$ cat src/rtl/pe_pkg.sv
// Shared definitions for the PE result path: default word width, result length helper and word type.
package pe_pkg;

    localparam int DEF_WORDWIDTH = 32;

    typedef logic [DEF_WORDWIDTH-1:0] fp32_t;

    // Valid 1-D correlation length: NUM1 activations against NUM2 weights.
    function automatic int nout(input int num1, input int num2);
        return num1 + 1 - num2;
    endfunction

endpackage

$ cat src/rtl/pe_result_drain_fifo.sv
// Two-entry FIFO of whole PE result vectors; occupancy exported so the drain can throttle the PE.
module pe_vec_fifo #(
    parameter int VW = 320
) (
    input  logic          clk,
    input  logic          rst,
    input  logic          push,
    input  logic          pop,
    input  logic [VW-1:0] wdata,
    output logic [VW-1:0] rdata,
    output logic [1:0]    count
);

    logic [VW-1:0] mem [2];
    logic          wr_ptr;
    logic          rd_ptr;

    always_ff @(posedge clk) begin
        if (rst) begin
            count  <= 2'd0;
            wr_ptr <= 1'b0;
            rd_ptr <= 1'b0;
        end else begin
            if (push) wr_ptr <= ~wr_ptr;
            if (pop)  rd_ptr <= ~rd_ptr;
            case ({push, pop})
                2'b10:   count <= count + 2'd1;
                2'b01:   count <= count - 2'd1;
                default: count <= count;
            endcase
        end
    end

    // Payload storage carries no reset; occupancy alone says what is meaningful.
    always_ff @(posedge clk) begin
        if (push) mem[wr_ptr] <= wdata;
    end

    assign rdata = mem[rd_ptr];

endmodule

$ cat src/rtl/pe_result_drain.sv
// Drains PE result vectors into a word-serial valid/ready stream with a running SRAM write address.
module pe_result_drain
    import pe_pkg::*;
#(
    parameter int WORDWIDTH = DEF_WORDWIDTH,
    parameter int NUM1      = 14,
    parameter int NUM2      = 5,
    parameter int ADDRW     = 10,
    parameter int BASE      = 0,
    localparam int NOUT     = nout(NUM1, NUM2)
) (
    input  logic                      clk,
    input  logic                      rst,
    input  logic                      start,
    input  logic                      oen,
    input  logic [NOUT*WORDWIDTH-1:0] result,
    output logic                      pe_ready,
    output logic                      out_valid,
    input  logic                      out_ready,
    output logic [WORDWIDTH-1:0]      out_data,
    output logic [ADDRW-1:0]          out_addr,
    output logic                      out_last,
    output logic                      overflow
);

    localparam int IDXW = (NOUT > 1) ? $clog2(NOUT) : 1;

    logic [1:0]                count;
    logic [NOUT*WORDWIDTH-1:0] head;
    logic [IDXW-1:0]           idx;
    logic [ADDRW-1:0]          addr;
    logic [WORDWIDTH-1:0]      word_sel;
    logic                      push;
    logic                      pop;
    logic                      xfer;
    logic                      at_last;

    assign pe_ready  = (count != 2'd2);
    assign out_valid = (count != 2'd0);
    assign push      = oen & pe_ready;
    assign xfer      = out_valid & out_ready;
    assign at_last   = (idx == IDXW'(NOUT - 1));
    assign pop       = xfer & at_last;

    pe_vec_fifo #(
        .VW(NOUT*WORDWIDTH)
    ) u_fifo (
        .clk  (clk),
        .rst  (rst),
        .push (push),
        .pop  (pop),
        .wdata(result),
        .rdata(head),
        .count(count)
    );

    always_ff @(posedge clk) begin
        if (rst) begin
            idx <= '0;
        end else if (xfer) begin
            idx <= at_last ? '0 : idx + IDXW'(1);
        end
    end

    // A transfer needs a non-empty buffer and start needs an empty one, so they never collide.
    always_ff @(posedge clk) begin
        if (rst) begin
            addr <= ADDRW'(BASE);
        end else if (start && count == 2'd0) begin
            addr <= ADDRW'(BASE);
        end else if (xfer) begin
            addr <= addr + ADDRW'(1);
        end
    end

    always_ff @(posedge clk) begin
        if (rst) begin
            overflow <= 1'b0;
        end else if (oen && !pe_ready) begin
            overflow <= 1'b1;
        end
    end

    // Word 0 is the most significant word of the captured vector.
    always_comb begin
        word_sel = '0;
        for (int k = 0; k < NOUT; k++) begin
            if (idx == IDXW'(k)) word_sel = head[(NOUT-k)*WORDWIDTH-1 -: WORDWIDTH];
        end
    end

    assign out_data = out_valid ? word_sel : '0;
    assign out_addr = addr;
    assign out_last = out_valid & at_last;

endmodule

$ cat config.mk
export PLATFORM = sky130hd
export DESIGN_NAME = pe_result_drain
export DESIGN_NICKNAME = d
export VERILOG_FILES = /design/src/rtl/pe_pkg.sv /design/src/rtl/pe_result_drain_fifo.sv /design/src/rtl/pe_result_drain.sv
export SDC_FILE = /design/constraint.sdc
export NUM_CORES = 1
export LEC_CHECK = 0
export CAP_MARGIN = 5
export CORE_AREA = 4 4 321 244
export CTS_CLUSTER_SIZE = 25
export DETAILED_ROUTE_END_ITERATION = 10
export DIE_AREA = 0 0 325 248
export GPL_ROUTABILITY_DRIVEN = 0
export GPL_TIMING_DRIVEN = 0
export PLACE_DENSITY = 0.62
export SYNTH_ARGS = -nofsm -noshare
export SYNTH_HDL_FRONTEND = slang
export SYNTH_SLANG_ARGS = --single-unit
$ cat constraint.sdc
create_clock -name clk -period 28.1 [get_ports clk]
set_clock_uncertainty 0.15 [all_clocks]
set_input_delay 8.43 -clock clk [delete_from_list [all_inputs] [get_ports clk]]
set_output_delay 8.43 -clock clk [all_outputs]
set_load 0.01 [all_outputs]
Word level (Yosys, flattened, before mapping):

Memories as Yosys holds them, arrays and structs flattened. A register that Yosys moved wholly into a read port is not among the register bits.
Index checks and enable logic that the tools add are counted.

* $add $sub $neg: 4
* equal/unequal tests: 12
* mux-type cells: 17
* bitwise logic cells: 6
* reduce and logical (&&, ||, !) cells: 8

Operators with widths (number)
* $mux 32: 11
* $eq 4x3->1 const B: 4
* $add 10x1->10 const B: 1
* $eq 4x2->1 const B: 2
* $eq 4x4->1 const B: 2
* $add 4x1->4 const B: 1
* $and 1x1->1: 4
* $eq 4x1->1 const B: 1
* $logic_not 4->1: 1
* $mux 1: 4
* $mux 4: 1
* $pmux 2 s2: 1
* $reduce_bool 2->1: 2
* $add 2x1->2 const B: 1
* $eq 2x1->1 const B: 1
* $eq 2x2->1 const B: 1
* $logic_and 1x1->1: 2
* $logic_not 2->1: 1
* $ne 2x2->1 const B: 1
* $not 1->1: 2
* $reduce_or 2->1: 1
* $sub 2x1->2 const B: 1
* $logic_not 1->1: 1

* register bits: 19
* RAM bits: 640
* bits of input ports: 325
* output and inout port bits: 46
* word-level logic and storage cells: 54
* memories: 1

Memories
* u_fifo.mem: depth 2, width 320, rd ports 1, clocked after memory_dff 1, write ports 1, line pe_result_drain_fifo.sv:14 `logic [VW-1:0] mem [2];`

Logic depth before layout (Yosys ltp):

* depth after elaboration: 12
* gate-level depth with buffers: 9
* mapped depth without buffers: 7

By module:

A second synthesis with hierarchy kept.

* cell total of the unflattened synthesis: 1456
* area total of the unflattened synthesis: 28324.7 sq um

By module, submodules not included
* pe_vec_fifo: times used 1, cells each 1016, area each 24822.6 sq um, sequential area each 19318.5 sq um
* pe_result_drain: times used 1, cells each 440, area each 3502.1 sq um, sequential area each 300.3 sq um

Least setup slack after synthesis:

Ideal clock, no wire load.

* path type: input-to-reg
* from: input port oen
* to: memory u_fifo.mem[0][0], enable pin
* library setup time: 1.008 ns
* data arrival time: 21.770 ns
* data required time: 26.942 ns
* setup slack: 5.172 ns
* stages: 2
* buffers on the path: 0
* cell sequence: nand2_1 > nor2_1

* longest elaborated chain between the ends: 3

RTL lines
* from (decl): line pe_result_drain.sv:15 `input logic oen,`
* $and 1x1->1: line pe_result_drain.sv:40 `assign push = oen & pe_ready;`
* $mux 1: line pe_result_drain_fifo.sv:36 `if (push) mem[wr_ptr] <= wdata;`
* $mux 1 (implied by the code): line pe_result_drain_fifo.sv:36
* to (decl): line pe_result_drain_fifo.sv:14

No other way between the ends.

==> impl_metrics.toml <==
[status]
outcome = "finished, final reports clean"

[final_layout]
drive_gt1_share_pct = 13.8
final_cell_area_mm2 = 0.0337
multiInputGateArea_mm2 = 0.00597
finalNonFillerCells = 3001
fillers = 6484
layout-area-overhead-vs-synth_pct = 29.1
fin_nets = 2283
seqCellArea_mm2 = 0.0196

[sta]
hold_viol = 0
worst_pin_slew_ps = 1020
grt_setup_unrepaired = "false"
drv_slew = 0
fin_crit_sh_pct = 45.3
timing.fmax_ghz = 0.0785
finalCriticalPeriod_ps = 12730
max-slew-margin-rel_pct = 32.3
fin_hold_ws_ps = 334
setup_viol = 0

[route]
antenna_left = 0
post_drt_wl_per_cell_um = 24.7
first_iter_violations = 1172
drc_errors = 0
routed-via-count = 15100
drt_wl_total_mm = 74.3
first_pass_iters = 5
vias_per_cell = 5.02

[floorplan]
num_rows = 87
die-area_mm2 = 0.0806
die_h_um = 248
die_w_um = 325
coreArea_mm2 = 0.0749
ioPinCount = 371
initial_utilization_pct = 34.8

[synth]
yosysUniqueCellTypes = 44
synth_area_mm2 = 0.0261
synthTopCellsByArea = "edfxtp_1 74%, mux2i_1 9.8%, mux2_2 2.8%"
yosysTopAreaCell = "edfxtp_1"
synth-seq-area-share_pct = 75.2
avgSynthCellArea_um2 = 17.4
syn-num-nets = 1823
synthCells = 1496
synth_top_area_share_pct = 73.6
synth-seq-cells = 660
ys_warn_count = 0

[worst_hold_path]
hold_class = "reg2reg"

[pwr]
p_comb_share_pct = 10.3
p_leak_uw = 0.0105
peakVddDrop_v = 0.0000349
power_density_mw_per_mm2 = 69.2
p_sw_uw = 540
p_int_uw = 1790
power_frac_seq_pct = 50.6
swShare_pct = 23.2
clkPwrFrac_pct = 39.1

[cts]
clockBufferDepth = 3
cts_setup_buffers = 0
clkLatencyLatePin_ps = 620
htree_levels = 3
ctsResizeCount = 0
cts_tree = "yes"
clk_pin_slew_worst_paths_ps = 60
cts_buffers = 71
root_buffer = "clkbuf_16"
hold_buffers = 0
clock-sinks = 660

[placement]
io_buffer_count = 370
dp.cells = 2861
placed_area_mm2 = 0.0314
dpl.hpwl_mm = 54.5

[setup_path]
cp.required_ps = 19520
worstSetupPathType = "reg2out"
cp-start-kind = "register"
cp_max_fo = 10
crit_arrival_ps = 4150
rrSetupSlack_ps = 24800
endpoint_kind = "output pin"

[global_route]
track_usage_pct = 17.9
grt_start_max_net_pins = 62
grt_overflow = 0
grt_pass1_vias = 15600
grt_pass1_wl_mm = 104
antenna_found_initial = 16

[run]
maxCapViolations = 0
[stage by stage]
| stage | power [µW] | worst slack (ps) | setup TNS [ps] | util (%) |
|---|---|---|---|---|
| 6_report | 2330 | 15370 | 0 | 45.0 |
| 4_1_cts | 2350 | 15380 | 0 | 45.0 |
| 5_1_grt | 2410 | 15270 | 0 | 45.0 |
| 3_3_place_gp | 1480 | -3290 | -1037280 | 41.4 |
| 2_1_floorplan | 1330 | 5170 | 0 | - |
| 3_5_place_dp | 1440 | 16060 | 0 | 41.9 |
[cell usage after synthesis (all sizes together)]
| master | number |
|---|---|
| a21o | 2 |
| a21oi | 69 |
| a221oi | 15 |
| a31oi | 18 |
| and3 | 4 |
| buf | 61 |
| clkbuf | 37 |
| dfxtp | 20 |
| edfxtp | 640 |
| ha | 2 |
| inv | 4 |
| mux2 | 66 |
| mux2i | 255 |
| nand2 | 8 |
| nand2b | 4 |
| nand3 | 2 |
| nand3b | 1 |
| nand4 | 3 |
| nand4bb | 1 |
| nor2 | 43 |
| nor2b | 1 |
| nor3 | 19 |
| nor4 | 1 |
| o21a | 18 |
| o21ai | 51 |
| o221ai | 15 |
| o22ai | 96 |
| o31a | 15 |
| o32ai | 1 |
| or2 | 2 |
| or3 | 2 |
| or4 | 1 |
| or4b | 3 |
| or4bb | 1 |
| xnor2 | 8 |
| xor2 | 7 |
[layer usage]
layer  wire length [µm]  vias up  GRT usage (%)
met5                 50        -              0
met4               1390       10           4.81
met3               4650       89           4.22
met2              35100      412           28.8
met1              33000     7591           24.5
li1                   -     6952              -
[logic make-up after synthesis]
group / Yosys count / synth area share (%)
AND/OR/NAND/NOR: 96 / 1.82
multiplexers: 321 / 12.6
XOR/XNOR: 15 / 0.503
AO/OA/AOI/OAI: 300 / 7.80
buffers and inverters: 102 / 1.98
flip-flops: 660 / 75.2
adder cells (fa/ha/maj): 2 / 0.0959
[power groups by stage]
stage          Combinational [µW]  Clock (µW)  Sequential [µW]
6_report                      240         911             1180
5_1_grt                       256         972             1190
4_1_cts                       241         932             1180
3_5_place_dp                  240           0             1200
3_3_place_gp                  221           0             1260
2_1_floorplan                98.8           0             1230
[cells in the final DEF (no fill, tap or decap), types with 35 or more instances in the layout]
cell type        count
edfxtp_1           640
clkdlybuf4s50_1    370
mux2i_1            255
o22ai_1             96
clkbuf_16           74
a21oi_1             69
mux2_2              66
clkbuf_1            48
buf_2               47
nor2_1              42
o21ai_0             35
[final timing paths]
path / startpoint / endpoint / depth (start not counted)
max: register / out_data[0] / 8
max reg2reg: u_fifo.count[0] / u_fifo.mem[0][271] / 10
min reg2reg: overflow / overflow / 2
min: overflow / overflow / 2
[final cells by class]
cell class | instances | area share (%)
clock buffer | 85 | 5.62
buffer | 98 | 1.49
antenna | 10 | 0.0743
clock inverter | 44 | 1.10
inverter | 4 | 0.0446
timing repair buffer | 387 | 12.1
multi-input combinational | 734 | 17.7
sequential | 660 | 58.2
tap | 979 | 3.64
[worst max-delay path, cell delays in order, from the launching register on]
cell             delay, ps
dfxtp_1                310
buf_2                  130
clkbuf_1               760
mux2i_1                170
o22ai_1                340
nor3_1                 120
a221oi_1               870
o31a_1                 270
clkdlybuf4s50_1        560
[registers in the layout, summed over array words and instances, names as in the netlist, named ones only]
| register | flops |
|---|---|
| u_fifo.rd_ptr | 1 |
| out_addr | 10 |
| u_fifo.mem | 640 |
| u_fifo.wr_ptr | 1 |
| idx | 4 |
| overflow | 1 |
| u_fifo.count | 2 |
Power figures use the tool's default switching activity.
